===== config.mk =====
export PLATFORM = sky130hd
export DESIGN_NAME = mem_stage_ext
export DESIGN_NICKNAME = d
export VERILOG_FILES = /design/src/rtl/mem_stage_ext.sv
export SDC_FILE = /design/constraint.sdc
export NUM_CORES = 1
export LEC_CHECK = 0
export CORE_MARGIN = 10
export CORE_UTILIZATION = 45
export CTS_CLUSTER_SIZE = 14
export DETAILED_ROUTE_END_ITERATION = 7
export DONT_BUFFER_PORTS = 1
export HOLD_SLACK_MARGIN = 0.03
export PLACE_DENSITY = 0.57
export SLEW_MARGIN = 20
export SYNTH_ARGS = -nofsm -noshare
export SYNTH_HDL_FRONTEND = slang
export SYNTH_SLANG_ARGS = --single-unit
export TNS_END_PERCENT = 30

===== constraint.sdc =====
create_clock -name clk -period 4.1 [get_ports clk]
set_clock_uncertainty 0.05 [all_clocks]
set_input_delay 0.615 -clock clk [delete_from_list [all_inputs] [get_ports clk]]
set_output_delay 0.615 -clock clk [all_outputs]
set_load 0.01 [all_outputs]

===== src/rtl/mem_stage_ext.sv =====
// mem_stage_ext: memory pipeline stage with load-wait handling.
// Holds one EX->MEM entry, waits for the load response, extracts and
// extends the loaded byte/half/word/dword, and drives the WB and ID
// bypass ports.
//
// Ports
//   clk, rst            clock, synchronous active-high reset
//   flush               squash the entry held in this stage
//   stall[SW]           pipeline stall vector (1 = stop)
//   ex_*                entry presented by the EX stage
//   dmem_rvalid/rdata   load response, little-endian
//   mem_stallreq        stage needs the pipeline held (load pending)
//   mem_timeout         one-cycle pulse after a load gave up waiting
//   fwd_*               write-back value for the ID bypass
//   wb_*                entry presented to write-back
//
// state  | meaning
// S_IDLE | entry freshly registered, nothing received yet
// S_WAIT | load issued, waiting for dmem_rvalid (wait counter running)
// S_DONE | load finished (data or timeout); load buffer drives result
module mem_stage_ext #(
   parameter int DW       = 32,
   parameter int SW       = 6,
   parameter int SIDX     = 3,
   parameter int MAX_WAIT = 16
) (
   input  logic                      clk,
   input  logic                      rst,
   input  logic                      flush,
   input  logic [SW-1:0]             stall,
   input  logic                      ex_valid,
   input  logic [31:0]               ex_pc,
   input  logic                      ex_mem_en,
   input  logic                      ex_mem_we,
   input  logic [1:0]                ex_size,
   input  logic                      ex_sext,
   input  logic [$clog2(DW/8)-1:0]   ex_addr_lo,
   input  logic                      ex_rf_we,
   input  logic [4:0]                ex_rf_waddr,
   input  logic [DW-1:0]             ex_result,
   input  logic                      dmem_rvalid,
   input  logic [DW-1:0]             dmem_rdata,
   output logic                      mem_stallreq,
   output logic                      mem_timeout,
   output logic                      fwd_we,
   output logic [4:0]                fwd_waddr,
   output logic [DW-1:0]             fwd_wdata,
   output logic                      wb_valid,
   output logic [31:0]               wb_pc,
   output logic                      wb_rf_we,
   output logic [4:0]                wb_rf_waddr,
   output logic [DW-1:0]             wb_rf_wdata
);

   localparam int AW = $clog2(DW/8);

   typedef enum logic [1:0] {S_IDLE, S_WAIT, S_DONE} state_t;

   logic          r_valid, r_mem_en, r_mem_we, r_sext, r_rf_we;
   logic [31:0]   r_pc;
   logic [1:0]    r_size;
   logic [AW-1:0] r_addr_lo;
   logic [4:0]    r_rf_waddr;
   logic [DW-1:0] r_result;

   state_t        state, state_n;
   logic [7:0]    wait_cnt;
   logic [DW-1:0] load_buf;
   logic          timeout_q;

   logic          is_load, adv, bubble, rv, cnt_at_lim, timeout_now, stallreq;
   logic [1:0]    eff_size;
   logic [AW-1:0] lane_mask, lane;
   logic [DW-1:0] shifted, ext_data, load_data, rf_wdata;

   // Only two bits of the stall vector concern this stage; the rest are
   // folded here so the unused bits are visibly accounted for.
   logic unused_stall;
   assign unused_stall = ^stall;

   assign bubble = stall[SIDX] & ~stall[SIDX+1];
   // Register changes on load (!stall[SIDX]) or bubble; both reduce to this.
   assign adv    = rst | flush | ~stall[SIDX] | ~stall[SIDX+1];

   always_ff @(posedge clk) begin
      if (rst || flush || bubble) begin
         r_valid    <= 1'b0;
         r_pc       <= '0;
         r_mem_en   <= 1'b0;
         r_mem_we   <= 1'b0;
         r_size     <= '0;
         r_sext     <= 1'b0;
         r_addr_lo  <= '0;
         r_rf_we    <= 1'b0;
         r_rf_waddr <= '0;
         r_result   <= '0;
      end else if (!stall[SIDX]) begin
         r_valid    <= ex_valid;
         r_pc       <= ex_pc;
         r_mem_en   <= ex_mem_en;
         r_mem_we   <= ex_mem_we;
         r_size     <= ex_size;
         r_sext     <= ex_sext;
         r_addr_lo  <= ex_addr_lo;
         r_rf_we    <= ex_rf_we;
         r_rf_waddr <= ex_rf_waddr;
         r_result   <= ex_result;
      end
   end

   assign is_load    = r_valid & r_mem_en & ~r_mem_we;
   assign cnt_at_lim = (wait_cnt == 8'(MAX_WAIT - 1));
   // Responses with nothing pending (e.g. arriving after a flush) are dropped.
   assign rv         = dmem_rvalid & is_load & (state != S_DONE);

   always_ff @(posedge clk) begin
      if (rst) state <= S_IDLE;
      else     state <= state_n;
   end

   always_comb begin
      state_n     = state;
      stallreq    = 1'b0;
      timeout_now = 1'b0;
      if (is_load && state != S_DONE && !rv && !(state == S_WAIT && cnt_at_lim))
         stallreq = 1'b1;
      if (is_load && state == S_WAIT && cnt_at_lim && !dmem_rvalid)
         timeout_now = 1'b1;
      if (adv) begin
         state_n = S_IDLE;
      end else begin
         case (state)
            S_IDLE:  if (is_load) state_n = rv ? S_DONE : S_WAIT;
            S_WAIT:  if (rv || timeout_now) state_n = S_DONE;
            default: state_n = state;
         endcase
      end
   end

   always_ff @(posedge clk) begin
      if (rst || state_n != S_WAIT || state != S_WAIT)
         wait_cnt <= '0;
      else if (wait_cnt != 8'hFF)
         wait_cnt <= wait_cnt + 8'd1;
   end

   always_ff @(posedge clk) begin
      if (adv)              load_buf <= '0;
      else if (rv)          load_buf <= ext_data;
      else if (timeout_now) load_buf <= '0;
   end

   // Flush and reset abandon a timing-out load without reporting it.
   always_ff @(posedge clk) begin
      if (rst) timeout_q <= 1'b0;
      else     timeout_q <= timeout_now & ~flush;
   end

   always_comb begin
      eff_size = r_size;
      if (DW == 32 && r_size == 2'd3) eff_size = 2'd2;
      lane_mask = AW'((32'd1 << eff_size) - 32'd1);
      lane      = r_addr_lo & ~lane_mask;
      shifted   = dmem_rdata >> {lane, 3'b000};
      ext_data  = shifted;
      case (eff_size)
         2'd0:    ext_data = r_sext ? DW'($signed(shifted[7:0]))  : DW'(shifted[7:0]);
         2'd1:    ext_data = r_sext ? DW'($signed(shifted[15:0])) : DW'(shifted[15:0]);
         2'd2:    ext_data = r_sext ? DW'($signed(shifted[31:0])) : DW'(shifted[31:0]);
         default: ext_data = shifted;
      endcase
   end

   assign load_data = rv ? ext_data : load_buf;
   assign rf_wdata  = is_load ? load_data : r_result;

   assign mem_stallreq = stallreq;
   assign mem_timeout  = timeout_q;
   assign wb_valid     = r_valid & ~stallreq;
   assign wb_pc        = r_pc;
   assign wb_rf_we     = r_rf_we & wb_valid;
   assign wb_rf_waddr  = r_rf_waddr;
   assign wb_rf_wdata  = rf_wdata;
   assign fwd_we       = r_rf_we & wb_valid;
   assign fwd_waddr    = r_rf_waddr;
   assign fwd_wdata    = rf_wdata;

endmodule

==> run summary <==
Status -> completed
Crit path largest cell delay -> 470 ps
Root Driver -> clkbuf_16
Synthesized cell area -> 5720 um2
Worst slew pin tran -> 773 ps
Initial DRT Pass Iterations -> 5
DP HPWL -> 12200 um
Synth cell types -> 43
Syn nets -> 760
Setup CP Type -> flip-flop to output pin
Final Max Slew Viols -> 0
Slew Limit Headroom -> 0.483
Total gr overflow -> 0
Logic pwr share -> 0.054
RD Place Congestion -> 0.844
Req. time, crit path -> 3430 ps
Reg2reg setup slack -> 1340 ps
Antenna viol nets, final -> 0
Seq cells post-synth -> 121
I/O pin cnt -> 231
Fin crit share -> 0.981
Clk pwr share -> 0.532
Total CTS buffers -> 17
Area grow syn2layout -> 9.42%
DP Area -> 5600 um2
Die W -> 133 um
Max layer used -> met4
Num rows -> 41
Clk buf depth -> 2
Top Family by Delay on Critical Path -> compound AO/OA/AOI/OAI gates
Total GRT Usage -> 0.184
Metal3 WL -> 1710 um
Vias after detailed routing -> 4504
WP buf/inv -> 2
Clk Latency, worst-skew pair -> 410 ps
Core ar. -> 12500 um2
Fin. Hold Viols -> 0
Pleak -> 2.50 nW
Residual DRC -> 0
Vias per cell -> 5.76
Initial antenna violation count -> 0
Detailed Route WL -> 16600 um
Iteration-0 DRC Markers -> 326
Startpoint types -> flip-flop
Worst Hold Class -> input port to flip-flop
Seq pwr share -> 0.414
Fin nets -> 719
Yosys warns -> 0
Fmax -> 0.249 GHz
M1 wire length -> 6880 um
Most used cell, CP -> buf_4
Crit-path max FO -> 19
H-tree depth -> 4
# diodes -> 0
First-pass GRT wire length -> 25500 um
Setup ws final -> 79.8 ps
Sw Pwr -> 0.614 mW
Gate Count Post-Synth -> 638
CP Cell Sequence -> or2_2 > ha_1 > nand2_8 > mux2i_1 > a2111oi_4 > nor2_2 > buf_4 > a221oi_1 > buf_4
Die Area -> 17600 um2
Initial Utilization -> 0.457
Pint -> 2.34 mW
Share of cells above drive strength 1 -> 0.0984
Peak supply drop -> 0.000229 V
# Max-Cap Violations -> 0
CTS tree -> done
CTS Sinks -> 121
Sw Share -> 0.208
Post-layout instance area -> 6260 um2
Final worst path period need -> 4020 ps
Vert. Die Dim -> 133 um
Hold Buf Count CTS -> 0
Met2 WL post-DR -> 7810 um
Critical path arrival -> 3360 ps
CP endpoint kind -> output pin
Vias in the first global route -> 4463
Syn avg cell area -> 8.97 um2
Final setup vio count -> 0
Largest net degree at the start of global routing -> 82
I/O Buffers -> 0
WL per Instance -> 21.2 um
Slowest-stage cell, CP -> a2111oi_4
Sequential area share after synthesis -> 0.423
Worst-path clk slew -> 50 ps
Placement Setup Slack -> 495 ps
Cell Pwr Density -> 471 nW/um2
## final cells by class
| cell class | count | area, um2 |
|---|---|---|
| fillers | 1218 | 6250 |
| multi-input cells | 437 | 2850 |
| flip-flops and latches | 121 | 2420 |
| clock buffers | 26 | 529 |
| well taps | 172 | 215 |
| repair buffers | 16 | 120 |
| clock inverters | 6 | 108 |
| inverters | 4 | 15.0 |
## registers in the layout, indices dropped and copies added, names as in the netlist
name and cells:
r_result 32, r_addr_lo 2, load_buf 32, r_valid 1, r_sext 1, fwd_waddr 5, r_mem_en 1, wait_cnt 8
wb_pc 32, state 2, mem_timeout 1, r_size 2, r_rf_we 1, r_mem_we 1
## worst reg2reg max path, delay by kind of cell, from the launching register on
kind / cells / cell delay, ps
AOI/OAI and AO/OA: 3 / 870
adders and majority gates: 1 / 390
DFF: 1 / 390
muxes: 1 / 420
and+or+nand+nor: 2 / 510
## path summary, 6_finish.rpt
kind / from / cells after the start / end
setup reg to reg: r_size[1]$_SDFFE_PP0N_ / 7 / load_buf[14]$_SDFFE_PN0P_
hold reg to reg: load_buf[12]$_SDFFE_PN0P_ / 2 / load_buf[12]$_SDFFE_PN0P_
hold / removal: rst / 1 / mem_timeout$_SDFF_PP0_
setup / recovery: r_size[1]$_SDFFE_PP0N_ / 9 / wb_rf_wdata[16]
## through the flow
| stage | std cells | power (mW) | TNS (ps) | hold slack (ps) | util |
|---|---|---|---|---|---|
| 6_report | 782 | 2.95 | 0 | 225 | 0.500 |
| 5_1_grt | 782 | 3.05 | -62.4 | 212 | 0.500 |
| 4_1_cts | 781 | 2.98 | 0 | 207 | 0.499 |
| 3_5_place_dp | 749 | 1.40 | 0 | 398 | 0.448 |
| 3_3_place_gp | 749 | 1.40 | 0 | 387 | 0.448 |
| 2_1_floorplan | 638 | 1.40 | 0 | 376 | - |
## placed cells by master, fill, tap and decap left out, types with 8 or more instances in the layout
cell and n:
o22ai_1 25, a211oi_1 12, a21oi_1 27, nor2_1 119
o211ai_1 8, clkbuf_16 17, nand2_1 47, mux2i_1 103
a221o_1 8, buf_4 16, nand2b_1 13, o21ai_1 8
dfxtp_1 121
## cell families after synthesis
kind of cell / count (synthesis) / share of synthesized area
adder cells (fa/ha/maj): 2 / 0.00437
AO/OA/AOI/OAI: 112 / 0.137
XOR/XNOR: 2 / 0.00306
AND/OR/NAND/NOR: 217 / 0.167
buffers and inverters: 80 / 0.0835
flip-flops: 121 / 0.423
multiplexers: 104 / 0.182
## cell usage after synthesis
cell         n  area, um2
dfxtp_1    121       2420
nor2_1     119        447
mux2i_1    103       1030
nand2_1     47        176
buf_4       42        315
a21oi_1     27        135
o22ai_1     25        156
clkbuf_1    19       71.3
nand2b_1    13       81.3
a211oi_1    12       90.1
buf_2       10       50.1
o21ai_1      9       45.0
a221o_1      8       80.1
o211ai_1     8       60.1
a22o_1       7       61.3
a221oi_1     6       52.6
and3_1       6       37.5
nand3_1      6       30.0
and2_1       5       31.3
buf_1        4       15.0
inv_1        4       15.0
nand4_1      4       25.0
a31oi_1      3       18.8
nor3_1       3       15.0
a221oi_2     2       30.0
ha_1         2       25.0
nand2_2      2       12.5
nor2_2       2       12.5
nor3b_1      2       15.0
nor4b_1      2       17.5
o21ai_0      2       10.0
or2_2        2       12.5
a2111oi_4    1       27.5
a21boi_1     1       7.51
and3b_1      1       8.76
and4_1       1       8.76
buf_6        1       11.3
mux2_2       1       11.3
nor2b_1      1       6.26
nor3_4       1       16.3
o211a_1      1       10.0
xnor2_1      1       8.76
xor2_1       1       8.76
## routing by layer
metal  vias up  GRT usage
met5         -          0
met1      2154      0.220
met2       206      0.289
li1       2128          -
met4         0     0.0642
met3        16     0.0799
## power by group through the flow
stage / combinational [mW] / clock [mW] / sequential, mW
floorplan: 0.161 / 0 / 1.24
global placement: 0.155 / 0 / 1.24
detailed placement: 0.159 / 0 / 1.24
CTS: 0.159 / 1.60 / 1.22
global route: 0.176 / 1.66 / 1.22
finish: 0.159 / 1.57 / 1.22
## what timing repair did
item                       in CTS  in global routing
hold endpoints to repair        0                  0
setup buffers                   0                  1
gates resized for setup         0                  2
setup endpoints to repair       0                 28
(Power assumes the default switching activity.)
